==> src/rtl/axi_arb_pkg.sv <==
// Shared widths, FSM encoding and captured-command payload for the user-port arbiter.
package axi_arb_pkg;

  localparam int unsigned ADDR_W     = 32;
  localparam int unsigned DATA_W     = 32;
  localparam int unsigned STRB_W     = 4;
  localparam int unsigned BLEN_W     = 4;
  localparam int unsigned BEAT_CNT_W = 5;

  typedef enum logic [1:0] {
    IDLE   = 2'd0,
    ISSUE  = 2'd1,
    WAIT_W = 2'd2,
    WAIT_R = 2'd3
  } arb_state_e;

  typedef struct packed {
    logic              write;
    logic [ADDR_W-1:0] addr;
    logic [DATA_W-1:0] wdata;
    logic [STRB_W-1:0] strb;
    logic [BLEN_W-1:0] blen;
  } arb_cmd_t;

endpackage

==> src/rtl/axi_rr_pick.sv <==
// Combinational round-robin picker: first set request after last_grant, wrapping.
module axi_rr_pick #(
  parameter int unsigned NUM_REQ = 2,
  parameter int unsigned IDX_W   = 1
) (
  input  logic [NUM_REQ-1:0] req,
  input  logic [IDX_W-1:0]   last_grant,
  output logic [NUM_REQ-1:0] gnt_c,
  output logic [IDX_W-1:0]   idx_c,
  output logic               any_c
);

  logic [IDX_W-1:0] cand;

  // Scan offsets 1..NUM_REQ from last_grant so the previous winner has lowest priority
  always_comb begin
    gnt_c = '0;
    idx_c = '0;
    any_c = 1'b0;
    cand  = '0;
    for (int unsigned off = 1; off <= NUM_REQ; off++) begin
      cand = IDX_W'((32'(last_grant) + off) % NUM_REQ);
      if (!any_c && req[cand]) begin
        any_c       = 1'b1;
        idx_c       = cand;
        gnt_c[cand] = 1'b1;
      end
    end
  end

endmodule

==> src/rtl/axi_user_arbiter.sv <==
// Round-robin sharing of the axi_master_fsm user command port among NUM_REQ requesters.
// One command in flight; completion tracked by snooping the AXI W/R handshakes.
// Optional watchdog: define AXI_ARB_TIMEOUT_EN to end a stalled command with REQ_ERR.
module axi_user_arbiter
  import axi_arb_pkg::*;
#(
  parameter int unsigned NUM_REQ = 2,
  parameter int unsigned TIMEOUT = 64
) (
  input  logic                      ACLK,
  input  logic                      ARESET_N,
  input  logic [NUM_REQ-1:0]        REQ_VALID,
  input  logic [NUM_REQ-1:0]        REQ_WRITE,
  input  logic [NUM_REQ*ADDR_W-1:0] REQ_ADDR,
  input  logic [NUM_REQ*DATA_W-1:0] REQ_WDATA,
  input  logic [NUM_REQ*STRB_W-1:0] REQ_STRB,
  input  logic [NUM_REQ*BLEN_W-1:0] REQ_BLEN,
  output logic [NUM_REQ-1:0]        REQ_READY,
  output logic [NUM_REQ-1:0]        REQ_RVALID,
  output logic [DATA_W-1:0]         REQ_RDATA,
  output logic [NUM_REQ-1:0]        REQ_DONE,
  output logic [NUM_REQ-1:0]        REQ_ERR,
  output logic                      U_WVALID,
  output logic                      U_RVALID,
  output logic [ADDR_W-1:0]         U_AWADDR,
  output logic [ADDR_W-1:0]         U_ARADDR,
  output logic [DATA_W-1:0]         U_WDATA,
  output logic [STRB_W-1:0]         U_STRB,
  output logic [BLEN_W-1:0]         U_BLEN,
  input  logic                      AXI_WVALID,
  input  logic                      AXI_WREADY,
  input  logic                      AXI_RVALID,
  input  logic                      AXI_RREADY,
  input  logic [DATA_W-1:0]         AXI_RDATA
);

  localparam int unsigned IDX_W = $clog2(NUM_REQ);

  arb_state_e              state_q, state_d;
  logic [IDX_W-1:0]        last_grant_q, last_grant_d;
  logic [IDX_W-1:0]        gnt_q, gnt_d;
  arb_cmd_t                cmd_q, cmd_d;
  logic [BEAT_CNT_W-1:0]   beats_q, beats_d;
  logic                    u_wvalid_q, u_wvalid_d;
  logic                    u_rvalid_q, u_rvalid_d;
  logic [NUM_REQ-1:0]      rvalid_q, rvalid_d;
  logic [DATA_W-1:0]       rdata_q, rdata_d;
  logic [NUM_REQ-1:0]      done_q, done_d;

  logic [ADDR_W-1:0]       req_addr  [NUM_REQ];
  logic [DATA_W-1:0]       req_wdata [NUM_REQ];
  logic [STRB_W-1:0]       req_strb  [NUM_REQ];
  logic [BLEN_W-1:0]       req_blen  [NUM_REQ];

  logic [NUM_REQ-1:0]      pick_gnt;
  logic [IDX_W-1:0]        pick_idx;
  logic                    pick_any;

  logic [NUM_REQ-1:0]      gnt_oh;
  logic                    in_flight;
  logic                    w_beat;
  logic                    r_beat;
  logic [BEAT_CNT_W-1:0]   beat_next;
  logic                    beat_last;

  // Split flat per-requester buses into indexable arrays
  for (genvar i = 0; i < NUM_REQ; i++) begin : g_unpack
    assign req_addr[i]  = REQ_ADDR[i*ADDR_W +: ADDR_W];
    assign req_wdata[i] = REQ_WDATA[i*DATA_W +: DATA_W];
    assign req_strb[i]  = REQ_STRB[i*STRB_W +: STRB_W];
    assign req_blen[i]  = REQ_BLEN[i*BLEN_W +: BLEN_W];
  end

  axi_rr_pick #(
    .NUM_REQ (NUM_REQ),
    .IDX_W   (IDX_W)
  ) u_pick (
    .req        (REQ_VALID),
    .last_grant (last_grant_q),
    .gnt_c      (pick_gnt),
    .idx_c      (pick_idx),
    .any_c      (pick_any)
  );

  // Beats only count while a command of the matching direction is in ISSUE or WAIT
  assign gnt_oh    = NUM_REQ'(1) << gnt_q;
  assign in_flight = (state_q != IDLE);
  assign w_beat    = in_flight &&  cmd_q.write && AXI_WVALID && AXI_WREADY;
  assign r_beat    = in_flight && !cmd_q.write && AXI_RVALID && AXI_RREADY;
  assign beat_next = beats_q + BEAT_CNT_W'(1);
  assign beat_last = (beat_next == (BEAT_CNT_W'(cmd_q.blen) + BEAT_CNT_W'(1)));

`ifdef AXI_ARB_TIMEOUT_EN
  localparam int unsigned WD_W = $clog2(TIMEOUT + 1);
  logic [WD_W-1:0]    wd_q, wd_d;
  logic [NUM_REQ-1:0] err_q, err_d;
  logic               in_wait;
  assign in_wait = (state_q == WAIT_W) || (state_q == WAIT_R);
`endif

  // Next-state and next-output logic
  always_comb begin
    state_d      = state_q;
    last_grant_d = last_grant_q;
    gnt_d        = gnt_q;
    cmd_d        = cmd_q;
    beats_d      = beats_q;
    u_wvalid_d   = 1'b0;
    u_rvalid_d   = 1'b0;
    rvalid_d     = '0;
    rdata_d      = rdata_q;
    done_d       = '0;
`ifdef AXI_ARB_TIMEOUT_EN
    err_d        = '0;
    wd_d         = '0;
`endif

    case (state_q)
      IDLE: begin
        if (pick_any) begin
          state_d       = ISSUE;
          last_grant_d  = pick_idx;
          gnt_d         = pick_idx;
          cmd_d.write   = REQ_WRITE[pick_idx];
          cmd_d.addr    = req_addr[pick_idx];
          cmd_d.wdata   = req_wdata[pick_idx];
          cmd_d.strb    = req_strb[pick_idx];
          cmd_d.blen    = req_blen[pick_idx];
          beats_d       = '0;
          u_wvalid_d    = REQ_WRITE[pick_idx];
          u_rvalid_d    = !REQ_WRITE[pick_idx];
        end
      end
      ISSUE:   state_d = cmd_q.write ? WAIT_W : WAIT_R;
      WAIT_W:  state_d = WAIT_W;
      WAIT_R:  state_d = WAIT_R;
      default: state_d = IDLE;
    endcase

    if (w_beat) begin
      done_d  = gnt_oh;
      state_d = IDLE;
    end

    if (r_beat) begin
      rvalid_d = gnt_oh;
      rdata_d  = AXI_RDATA;
      beats_d  = beat_next;
      if (beat_last) begin
        done_d  = gnt_oh;
        beats_d = '0;
        state_d = IDLE;
      end
    end

`ifdef AXI_ARB_TIMEOUT_EN
    if (in_wait && !w_beat && !r_beat) begin
      wd_d = wd_q + WD_W'(1);
      if (wd_q == WD_W'(TIMEOUT - 1)) begin
        done_d  = gnt_oh;
        err_d   = gnt_oh;
        beats_d = '0;
        state_d = IDLE;
      end
    end
`endif
  end

  // State and registered outputs
  always_ff @(posedge ACLK or negedge ARESET_N) begin
    if (!ARESET_N) begin
      state_q      <= IDLE;
      last_grant_q <= IDX_W'(NUM_REQ - 1);
      gnt_q        <= '0;
      cmd_q        <= '0;
      beats_q      <= '0;
      u_wvalid_q   <= 1'b0;
      u_rvalid_q   <= 1'b0;
      rvalid_q     <= '0;
      rdata_q      <= '0;
      done_q       <= '0;
    end else begin
      state_q      <= state_d;
      last_grant_q <= last_grant_d;
      gnt_q        <= gnt_d;
      cmd_q        <= cmd_d;
      beats_q      <= beats_d;
      u_wvalid_q   <= u_wvalid_d;
      u_rvalid_q   <= u_rvalid_d;
      rvalid_q     <= rvalid_d;
      rdata_q      <= rdata_d;
      done_q       <= done_d;
    end
  end

`ifdef AXI_ARB_TIMEOUT_EN
  // Watchdog counter and error pulse
  always_ff @(posedge ACLK or negedge ARESET_N) begin
    if (!ARESET_N) begin
      wd_q  <= '0;
      err_q <= '0;
    end else begin
      wd_q  <= wd_d;
      err_q <= err_d;
    end
  end

  assign REQ_ERR = err_q;
`else
  logic unused_timeout;
  assign unused_timeout = ^32'(TIMEOUT);
  assign REQ_ERR        = '0;
`endif

  // Grant is offered only while idle so nothing is accepted mid-command
  assign REQ_READY  = (state_q == IDLE) ? pick_gnt : '0;
  assign REQ_RVALID = rvalid_q;
  assign REQ_RDATA  = rdata_q;
  assign REQ_DONE   = done_q;
  assign U_WVALID   = u_wvalid_q;
  assign U_RVALID   = u_rvalid_q;
  assign U_AWADDR   = cmd_q.addr;
  assign U_ARADDR   = cmd_q.addr;
  assign U_WDATA    = cmd_q.wdata;
  assign U_STRB     = cmd_q.strb;
  assign U_BLEN     = cmd_q.blen;

endmodule

==> config.mk <==
export PLATFORM = sky130hd
export DESIGN_NAME = axi_user_arbiter
export DESIGN_NICKNAME = d
export VERILOG_FILES = /design/src/rtl/axi_arb_pkg.sv /design/src/rtl/axi_rr_pick.sv /design/src/rtl/axi_user_arbiter.sv
export SDC_FILE = /design/constraint.sdc
export NUM_CORES = 1
export LEC_CHECK = 0
export BUFFER_PORTS_ARGS = -buffer_cell sky130_fd_sc_hd__buf_2
export CORE_ASPECT_RATIO = 0.8
export CORE_MARGIN = 8
export CORE_UTILIZATION = 41
export DETAILED_ROUTE_END_ITERATION = 7
export GPL_TIMING_DRIVEN = 0
export PLACE_DENSITY = 0.82
export SYNTH_ARGS = -nofsm -noshare
export SYNTH_HDL_FRONTEND = slang
export SYNTH_HIERARCHICAL = 1
export SYNTH_SLANG_ARGS = --single-unit
==> constraint.sdc <==
create_clock -name ACLK -period 1.7 [get_ports ACLK]
set_input_delay 0.17 -clock ACLK [delete_from_list [all_inputs] [get_ports ACLK]]
set_output_delay 0.17 -clock ACLK [all_outputs]
set_load 0.05 [all_outputs]
---- Yosys cells after proc, flatten, opt, wreduce, memory -nomap -nowiden ----
Index checks and enable logic that the tools add are counted.
operators by class
  add/sub/neg operators ................... 4
  multipliers ............................. 0
  div/mod/pow operators ................... 0
  order comparisons ....................... 6
  equal/unequal tests ..................... 4
  shift-type cells ........................ 1
  muxes and demuxes ....................... 47
  bitwise operators ....................... 2
  reductions and logical operators ........ 18
operators with widths
  operator               count
  $mux W32               6
  $mux W4                6
  $mux W2                11
  $mux W5                4
  $mux W1                17
  $logic_and A1 B1 Y1    9
  $pmux W2 S4            1
  $lt A1 B2 Y1 const B   3
  $reduce_bool A2 Y1     3
  $add A4 B1 Y5 const B  1
  $add A5 B1 Y5 const B  1
  $eq A5 B5 Y1           1
  $eq A2 B2 Y1 const B   2
  $reduce_and A2 Y1      2
  $logic_not A1 Y1       3
  $add A1 B1 Y1 const B  2
  $demux W1 S1           2
  $eq A2 B1 Y1 const B   1
  $ge A1 B1 Y1 const B   2
  $ge A2 B2 Y1 const B   1
  $logic_not A2 Y1       1
  $not A1 Y2             1
  $or A2 B2 Y2           1
  $shl A1 B1 Y2 const A  1
storage, ports and cells
  register bits ........................... 120
  bits in latches ......................... 0
  RAM bits ................................ 0
  memory bits (read-only) ................. 0
  input port bits ......................... 186
  output and inout port bits .............. 146
  logic and storage cells ................. 96
  memories ................................ 0

---- Depth between registers and ports, before layout ----
Gate-level depths: netlist of run 1.
  word-level depth ........................ 12
  depth in mapped cells ................... 6
  depth with buffers taken out ............ 6

---- Cells and area by module ----
The synthesis of run 1 kept the hierarchy.
by module, submodules not included
  module            times used  cells each  area an instance (um^2)  seq. area each (um^2)
  axi_user_arbiter  1           635         6082.1                   3004.1
  axi_rr_pick       1           5           32.5                     0.0

---- Worst setup path before layout of run 1 ----
Ideal clock, no wire load.
  path type ............................... flip-flop to flip-flop
  from .................................... register beats_q[0]
  to ...................................... register done_q[0], in the netlist REQ_DONE[0]
  setup time .............................. 0.078 ns
  arrival ................................. 1.679 ns
  data required time ...................... 1.622 ns
  setup slack ............................. -0.056 ns
  cell stages (with the launch flop) ...... 7
  path buffers ............................ 0
  clock period less this slack ............ 1.756 ns
  cell sequence ........................... dfrtp_1 > ha_1 > xnor2_1 > xnor2_2 > nand4_4 > or3_1 > a21oi_1
on the way
  cells in the longest elaborated chain, start to end .. 4
RTL lines
  what                    line                     RTL
  from (decl)             axi_user_arbiter.sv:43   logic [BEAT_CNT_W-1:0] beats_q, beats_d;
  from (signal assigned)  axi_user_arbiter.sv:187  beats_q <= beats_d;
  $add A5 B1 Y5           axi_user_arbiter.sv:90   assign beat_next = beats_q + BEAT_CNT_W'(1);
  $eq A5 B5 Y1            axi_user_arbiter.sv:91   assign beat_last = (beat_next == (BEAT_CNT_W'(cmd_q.blen) + BEAT_CNT_W'(1)));
  $mux W2                 axi_user_arbiter.sv:149  if (beat_last) begin
  $mux W2                 axi_user_arbiter.sv:145  if (r_beat) begin
  net done_d[0]           axi_user_arbiter.sv:48   logic [NUM_REQ-1:0] done_q, done_d;
  to (signal assigned)    axi_user_arbiter.sv:192  done_q <= done_d;
  to (decl)               axi_user_arbiter.sv:48
The timed path passes the listed nets, and every way through them passes these cells.
A chain may end at the register's enable or synchronous reset.

---- Worst setup path after layout of run 1 ----
  from .................................... register beats_q[0]
  to ...................................... register done_q[1], in the netlist REQ_DONE[1]
Same word-level chain as after synthesis.

==> results.ini, run 1 <==
[run_status]
status=finished, violations left
violations=setup timing

[global_route]
busiest_layer=met2
grt_max_degree=62
grt_util_met3_pct=7.917
grt_use_met2_pct=37.84
grt_pass1_vias=6069
use_met1_pct=23.04
grt_use_total_pct=21.09
grt_pass1_wl_um=31880
overflow=0
antenna_found_initial=0

[route]
via_count=5682
avgViaCountPerCell=4.597
antenna_left=0
wl_um=20780
detail_route.drc_violations=0
drt-pass1-iter-count=4
drt_iter0_drc=194
wl_per_cell_um=16.81

[finish]
drive_gt1_share_pct=50.05
fin_area_mm2=0.009260
finalNonFillerCells=1236
area_growth_pct=51.44
nets=1223
num_antenna_cells=0

[synthesis]
syn_area_mm2=0.006115
ys_ff_latch=120
syn-instance-count=640
yosys.cell_count.top_type=nand2_1
synthArstFlopShare_pct=100.0
yosysTopAreaCell=dfrtp_1
netlist_top_cells_area=dfrtp_1 49%, buf_4 13%, mux2i_1 12%, nand2_1 11%, o21ai_0 6.3%
yosysTopAreaCellShare_pct=48.70
syn_avg_cell_area_um2=9.554
synth_enable_flop_cells=0
synth_top_flop_cell=dfrtp_1
synth_cell_types=33
synth_commonest_cells=179 x nand2_1, 119 x dfrtp_1, 106 x buf_4, 77 x o21ai_0, 73 x mux2i_1
yosysSeqAreaShare_pct=49.13
synth_warnings=6

[clock_tree]
cts_buffers=17
cts.clk_slew.worst_paths_ns=0.05
tritoncts=yes
htreeDepth=4
clockBufferDepth=2
cts.sinks=120
worstSkewPairLatency_ns=0.40
cts-root-buf=clkbuf_16

[worst_setup_path]
cp_slowest_cell=dfrtp_2
cp.arrival_ns=2.08
start_kind=flip-flop
crit_fanout=6
worstPathRequired_ns=2.03
timing.setup.critical_path_class=reg -> reg
max_stage_delay_ns=0.44
crit_chain=ha_4 -> xnor2_4 -> xnor2_2 -> nand4_4 -> or3_4 -> a21boi_1
critPathTopFamily=simple AND/OR/NAND/NOR gates
end_kind=flip-flop
path_buf_inv=0

[sta]
max_freq_mhz=570.6
slew_headroom_pct=60.87
fin_skew_ns=0.005548
fin_crit_ns=1.752
setup_violations=3
hold_viol=0
rsz0062_at_grt=true
maxSlewViolCount=0
worstMarginPinSlew_ns=0.5870
post-route-period-util_pct=103.1
holdWs_ns=0.04655
fin_ws_ns=-0.05246

[min_path]
hp-class=in -> reg

[power_and_ir_drop]
power_switching_mw=10.71
sw_frac_of_total_pct=50.72
ir_drop_mv=1.331
p_leak_nw=5.150
clockPowerShare_pct=17.4
seqPwrFrac_pct=24.0
p_int_mw=10.41
pwr_density_cell_mw_per_mm2=2280
combPwrFrac_pct=58.6

[floorplan]
core_area_mm2=0.01481
die-area_mm2=0.01910
die_y_um=125.2
rows=40
pin_count=332
start_util_pct=41.28
fp.dieW_um=152.5

[placement]
place_area_mm2=0.008065
place.gp.congestion=0.8347
dp_hpwl_um=15360
numPortBuffers=329
place_inst=1160

[flow_run]
cap_violations=0

==> final timing paths <==
kind	from	endpoint	slack (ns)	cells after the start
worst max-delay path	beats_q[0]$_DFFE_PN0P_	REQ_DONE[1]$_DFF_PN0_	-0.05	6
worst min-delay path	REQ_ADDR[26]	U_ARADDR[26]$_DFFE_PN0P_	0.05	3
worst max register to register	beats_q[0]$_DFFE_PN0P_	REQ_DONE[1]$_DFF_PN0_	-0.05	6
worst min register to register	REQ_RDATA[28]$_DFFE_PN0P_	REQ_RDATA[28]$_DFFE_PN0P_	0.47	2
max in group asynchronous	ARESET_N	U_WDATA[0]$_DFFE_PN0P_	0.67	3
min in group asynchronous	ARESET_N	REQ_RDATA[2]$_DFFE_PN0P_	0.31	2
==> registers in the layout, summed over array words and instances (netlist names) <==
signal	cells
gnt_q	1
U_WDATA	32
REQ_RVALID	2
U_STRB	4
REQ_RDATA	32
U_ARADDR	32
state_q	2
U_RVALID	1
U_BLEN	4
last_grant_q	1
U_WVALID	1
cmd_q	1
beats_q	5
REQ_DONE	2
==> logic make-up after synthesis <==
logic type	after synthesis	share of synthesized area, %
buffers and inverters	141	15.39
muxes	73	11.95
DFF	120	49.13
adders and majority gates	2	0.4092
xor gates and xnor gates	9	1.658
other	1	0.06133
AOI/OAI and AO/OA	90	7.858
and+or+nand+nor	204	13.55
==> timing repair <==
action | 4_1_cts | 5_1_grt
hold buffers | 33 | 0
buffers inserted | 5 | 7
resized for setup | 37 | 27
endpoints found under the hold margin | 90 | 0
pin swaps | 6 | 6
setup endpoints to repair | 106 | 107
==> area by class of cell <==
type	count	area, µm²
Timing Repair Buffer	375	2113
Fill cell	1222	5554
Clock inverter	7	117.6
Tap cell	189	236.5
Inverter	4	15.01
Clock buffer	24	481.7
Multi-Input combinational cell	380	2303
Sequential cell	120	3009
Buffer	137	983.4
==> per-layer routing <==
layer | routed length, µm | share of wire (%)
met1 | 8351 | 40
met2 | 10610 | 51
met3 | 1595 | 7.7
met4 | 225 | 1.1
met5 | 0 | 0
==> metrics by stage <==
stage	util [%]	setup TNS, ns	total power [mW]	setup WS, ns
2_1_floorplan	-	0	14.21	0.03720
3_3_place_gp	54.21	-174.80	16.77	-1.066
3_5_place_dp	54.44	-49.05	17.02	-0.7562
4_1_cts	61.77	-0.03140	21.04	-0.01570
5_1_grt	62.51	-0.7257	22.18	-0.1078
6_report	62.51	-0.09676	21.11	-0.05246
==> placed cells by master (no fill, tap or decap), types with 4 or more instances in the layout <==
master / count
buf_2: 332
buf_4: 124
buf_6: 5
clkbuf_1: 11
clkbuf_16: 17
clkbuf_2: 7
clkbuf_8: 4
dfrtp_1: 115
dfrtp_2: 4
dlygate4sd3_1: 33
inv_1: 4
mux2i_1: 71
nand2_1: 178
nand3_1: 4
nor2_1: 5
o21ai_0: 77
==> power by group through the flow <==
stage | clock [mW] | sequential [mW] | combinational (mW)
after floorplan | 0 | 6.16 | 8.05
after CTS | 3.72 | 5.02 | 12.3
after global routing | 3.88 | 5.22 | 13.1
after global placement | 0 | 4.98 | 11.8
final | 3.67 | 5.07 | 12.4
after detailed placement | 0 | 5.04 | 12.0
==> tightest hold or removal path, delay by kind of cell <==
kind,cells,cell delay [ns]
mux,1,0.05
compound gates,1,0.12
buf+inv,1,0.07
Note: power is estimated with default switching activity, not from simulation.
==> run 2, diff against run 1 <==
--- a/config.mk
+++ b/config.mk
@@ -8,10 +8,11 @@
 export BUFFER_PORTS_ARGS = -buffer_cell sky130_fd_sc_hd__buf_2
 export CORE_ASPECT_RATIO = 0.8
 export CORE_MARGIN = 8
-export CORE_UTILIZATION = 41
+export CORE_UTILIZATION = 42
+export CTS_BUF_LIST = sky130_fd_sc_hd__clkbuf_2 sky130_fd_sc_hd__clkbuf_4 sky130_fd_sc_hd__clkbuf_8
 export DETAILED_ROUTE_END_ITERATION = 7
 export GPL_TIMING_DRIVEN = 0
-export PLACE_DENSITY = 0.82
+export PLACE_DENSITY = 0.84
 export SYNTH_ARGS = -nofsm -noshare
 export SYNTH_HDL_FRONTEND = slang
 export SYNTH_HIERARCHICAL = 1
==> constraint.sdc (replaced) <==
create_clock -name ACLK -period 1.7 [get_ports ACLK]
set_input_delay 0.17 -clock ACLK [delete_from_list [all_inputs] [get_ports ACLK]]
set_output_delay 0.17 -clock ACLK [all_outputs]
set_load 0.1 [all_outputs]
==> run 2 against run 1 <==
Critical endpoint is now REQ_DONE[0]$_DFF_PN0_. Register-to-register slack improved by 0.02 ns. Sequential share of layout area rose by 0.55 points. First-iteration DRC count fell by 20%. Core utilization rose by 1.4 points. Critical path depth did not move. The flow still finishes with violations (setup timing). Clock skew rose by 0.0079 ns. Clock-buffer cell count fell by 5. Setup slack improved by 0.018 ns.
==> results.ini, run 2 (same netlist as run 1, synthesis figures left out) <==
[clock_tree]
worstSkewPairLatency_ns=0.43  ; was 0.40 ns
htreeDepth=4  ; unchanged
cts.sinks=120  ; unchanged
cts_buffers=17  ; unchanged
cts-root-buf=clkbuf_8  ; was clkbuf_16
tritoncts=yes  ; unchanged
clockBufferDepth=2  ; unchanged
cts.clk_slew.worst_paths_ns=0.08  ; was 0.05 ns

[sta]
fin_skew_ns=0.01347  ; was 0.005548 ns
setup_violations=3  ; unchanged
post-route-period-util_pct=102.0  ; was 103.1%
hold_viol=0  ; unchanged
rsz0062_at_grt=true  ; unchanged
fin_crit_ns=1.734  ; was 1.752 ns
worstMarginPinSlew_ns=0.5590  ; was 0.5870 ns
maxSlewViolCount=0  ; unchanged
max_freq_mhz=576.7  ; was 570.6 MHz
fin_ws_ns=-0.03397  ; was -0.05246 ns
slew_headroom_pct=62.73  ; was 60.87%

[flow_run]
cap_violations=0  ; unchanged

[min_path]
hold_depth=3  ; unchanged
hold_start=REQ_ADDR[16]  ; was REQ_ADDR[26]
hp-class=in -> reg  ; unchanged

[finish]
fin_area_mm2=0.009106  ; was 0.009260 mm²
num_antenna_cells=0  ; unchanged
final_cell_mix=325 x buf_2, 178 x nand2_1, 118 x buf_4, 115 x dfrtp_1, 74 x o21ai_0  ; was 332 x buf_2, 178 x nand2_1, 124 x buf_4, 115 x dfrtp_1, 77 x o21ai_0
final_common_cell=buf_2  ; unchanged
area_growth_pct=48.93  ; was 51.44%
drive_gt1_share_pct=51.25  ; was 50.05%
nets=1219  ; was 1223

[worst_setup_path]
timing.setup.critical_path_class=reg -> reg  ; unchanged
rr_worst_depth=6  ; unchanged
end_kind=flip-flop  ; unchanged
worstPathRequired_ns=2.05  ; was 2.03 ns
r2r_start=U_BLEN[1]$_DFFE_PN0P_  ; was beats_q[0]$_DFFE_PN0P_
cp.arrival_ns=2.08  ; about the same
crit_path_start=U_BLEN[1]$_DFFE_PN0P_  ; was beats_q[0]$_DFFE_PN0P_
start_kind=flip-flop  ; unchanged
crit_fanout=5  ; was 6

[global_route]
grt_pass1_wl_um=30420  ; was 31880 µm
overflow=0  ; unchanged
grt_pass1_vias=5990  ; was 6069
grt_use_total_pct=20.91  ; was 21.09%
antenna_found_initial=0  ; unchanged
grt_max_degree=63  ; was 62

[route]
avgViaCountPerCell=4.605  ; was 4.597
via_count=5655  ; was 5682
detail_route.drc_violations=0  ; unchanged
drt_iter0_drc=155  ; was 194
wl_um=20530  ; was 20780 µm
drt-pass1-iter-count=4  ; unchanged
wl_per_cell_um=16.72  ; was 16.81 µm
antenna_left=0  ; unchanged

[floorplan]
fp.dieW_um=150.9  ; was 152.5 µm
die_y_um=123.9  ; was 125.2 µm
start_util_pct=42.91  ; was 41.28%
core_area_mm2=0.01425  ; was 0.01481 mm²
die-area_mm2=0.01870  ; was 0.01910 mm²
rows=39  ; was 40
pin_count=332  ; unchanged

[run_status]
status=finished, violations left  ; unchanged
violations=setup timing  ; unchanged

[placement]
dp_hpwl_um=15310  ; was 15360 µm
place.gp.congestion=0.8192  ; was 0.8347
numPortBuffers=329  ; unchanged
place_area_mm2=0.008059  ; was 0.008065 mm²

run 2: changes by cell type in the layout (fill, tap and decap cells not counted), sizes merged:
cell and change:
inv +4, buf -12, bufinv -1, clkinv +1, clkinvlp +2, clkbuf +3
run 2: worst paths after layout:
check / slack (ns) / end
worst min register to register: 0.48 / REQ_RDATA[29]$_DFFE_PN0P_
worst max-delay path: -0.03 / REQ_DONE[0]$_DFF_PN0_
worst min-delay path: 0.04 / U_ARADDR[16]$_DFFE_PN0P_
worst max register to register: -0.03 / REQ_DONE[0]$_DFF_PN0_
min in group asynchronous: 0.27 / REQ_RDATA[3]$_DFFE_PN0P_
max in group asynchronous: 0.72 / last_grant_q$_DFFE_PN1P_
run 2: area by class of cell:
cell class                      count  area [µm²]
Fill cell                        1147        5142
Sequential cell                   120        3009
Multi-Input combinational cell    380        2351
Timing Repair Buffer              371        2112
Buffer                            137       984.7
Clock buffer                       19       261.5
Tap cell                          184       230.2
Clock inverter                     13       142.6
Inverter                            4       15.01
run 2: timing repair:
item,CTS,global route
endpoints found under the setup margin,114,116
hold endpoints to repair,90,0
pin swaps,3,12
gates cloned,0,0
buffers inserted,2,6
gates resized for setup,34,44
hold buffers,33,0
run 2: worst max-delay path, cell delays in order, from the launching register on:
cell	delay, ns
dfrtp_2	0.42
ha_4	0.17
nand3_2	0.07
xnor3_2	0.33
nand4_4	0.13
or3_4	0.43
a21oi_2	0.12
run 2: layer usage:
layer	share of wire, %	GRT usage (%)
met5	0	0
met4	1.1	4.380
met3	8.0	6.427
met2	51	37.97
met1	40	23.95
run 2: through the flow:
step / std cells / TNS, ns / hold WS [ns] / setup slack [ns] / utilization (%)
2_1_floorplan: 641 / 0 / -0.1256 / 0.03720 / -
6_report: 1228 / -0.08259 / 0.03521 / -0.03397 / 63.91
5_1_grt: 1228 / -0.5462 / 0.009372 / -0.1189 / 63.91
4_1_cts: 1222 / -0.3532 / 0.005225 / -0.07971 / 62.43
3_3_place_gp: 1154 / -159.75 / 0.3618 / -1.011 / 56.32
3_5_place_dp: 1155 / -43.49 / 0.1698 / -0.6303 / 56.56
Power of run 2 is left out: the tool's default activity adds up to more than one toggle a clock period on the data nets, which glitch-free logic cannot reach.
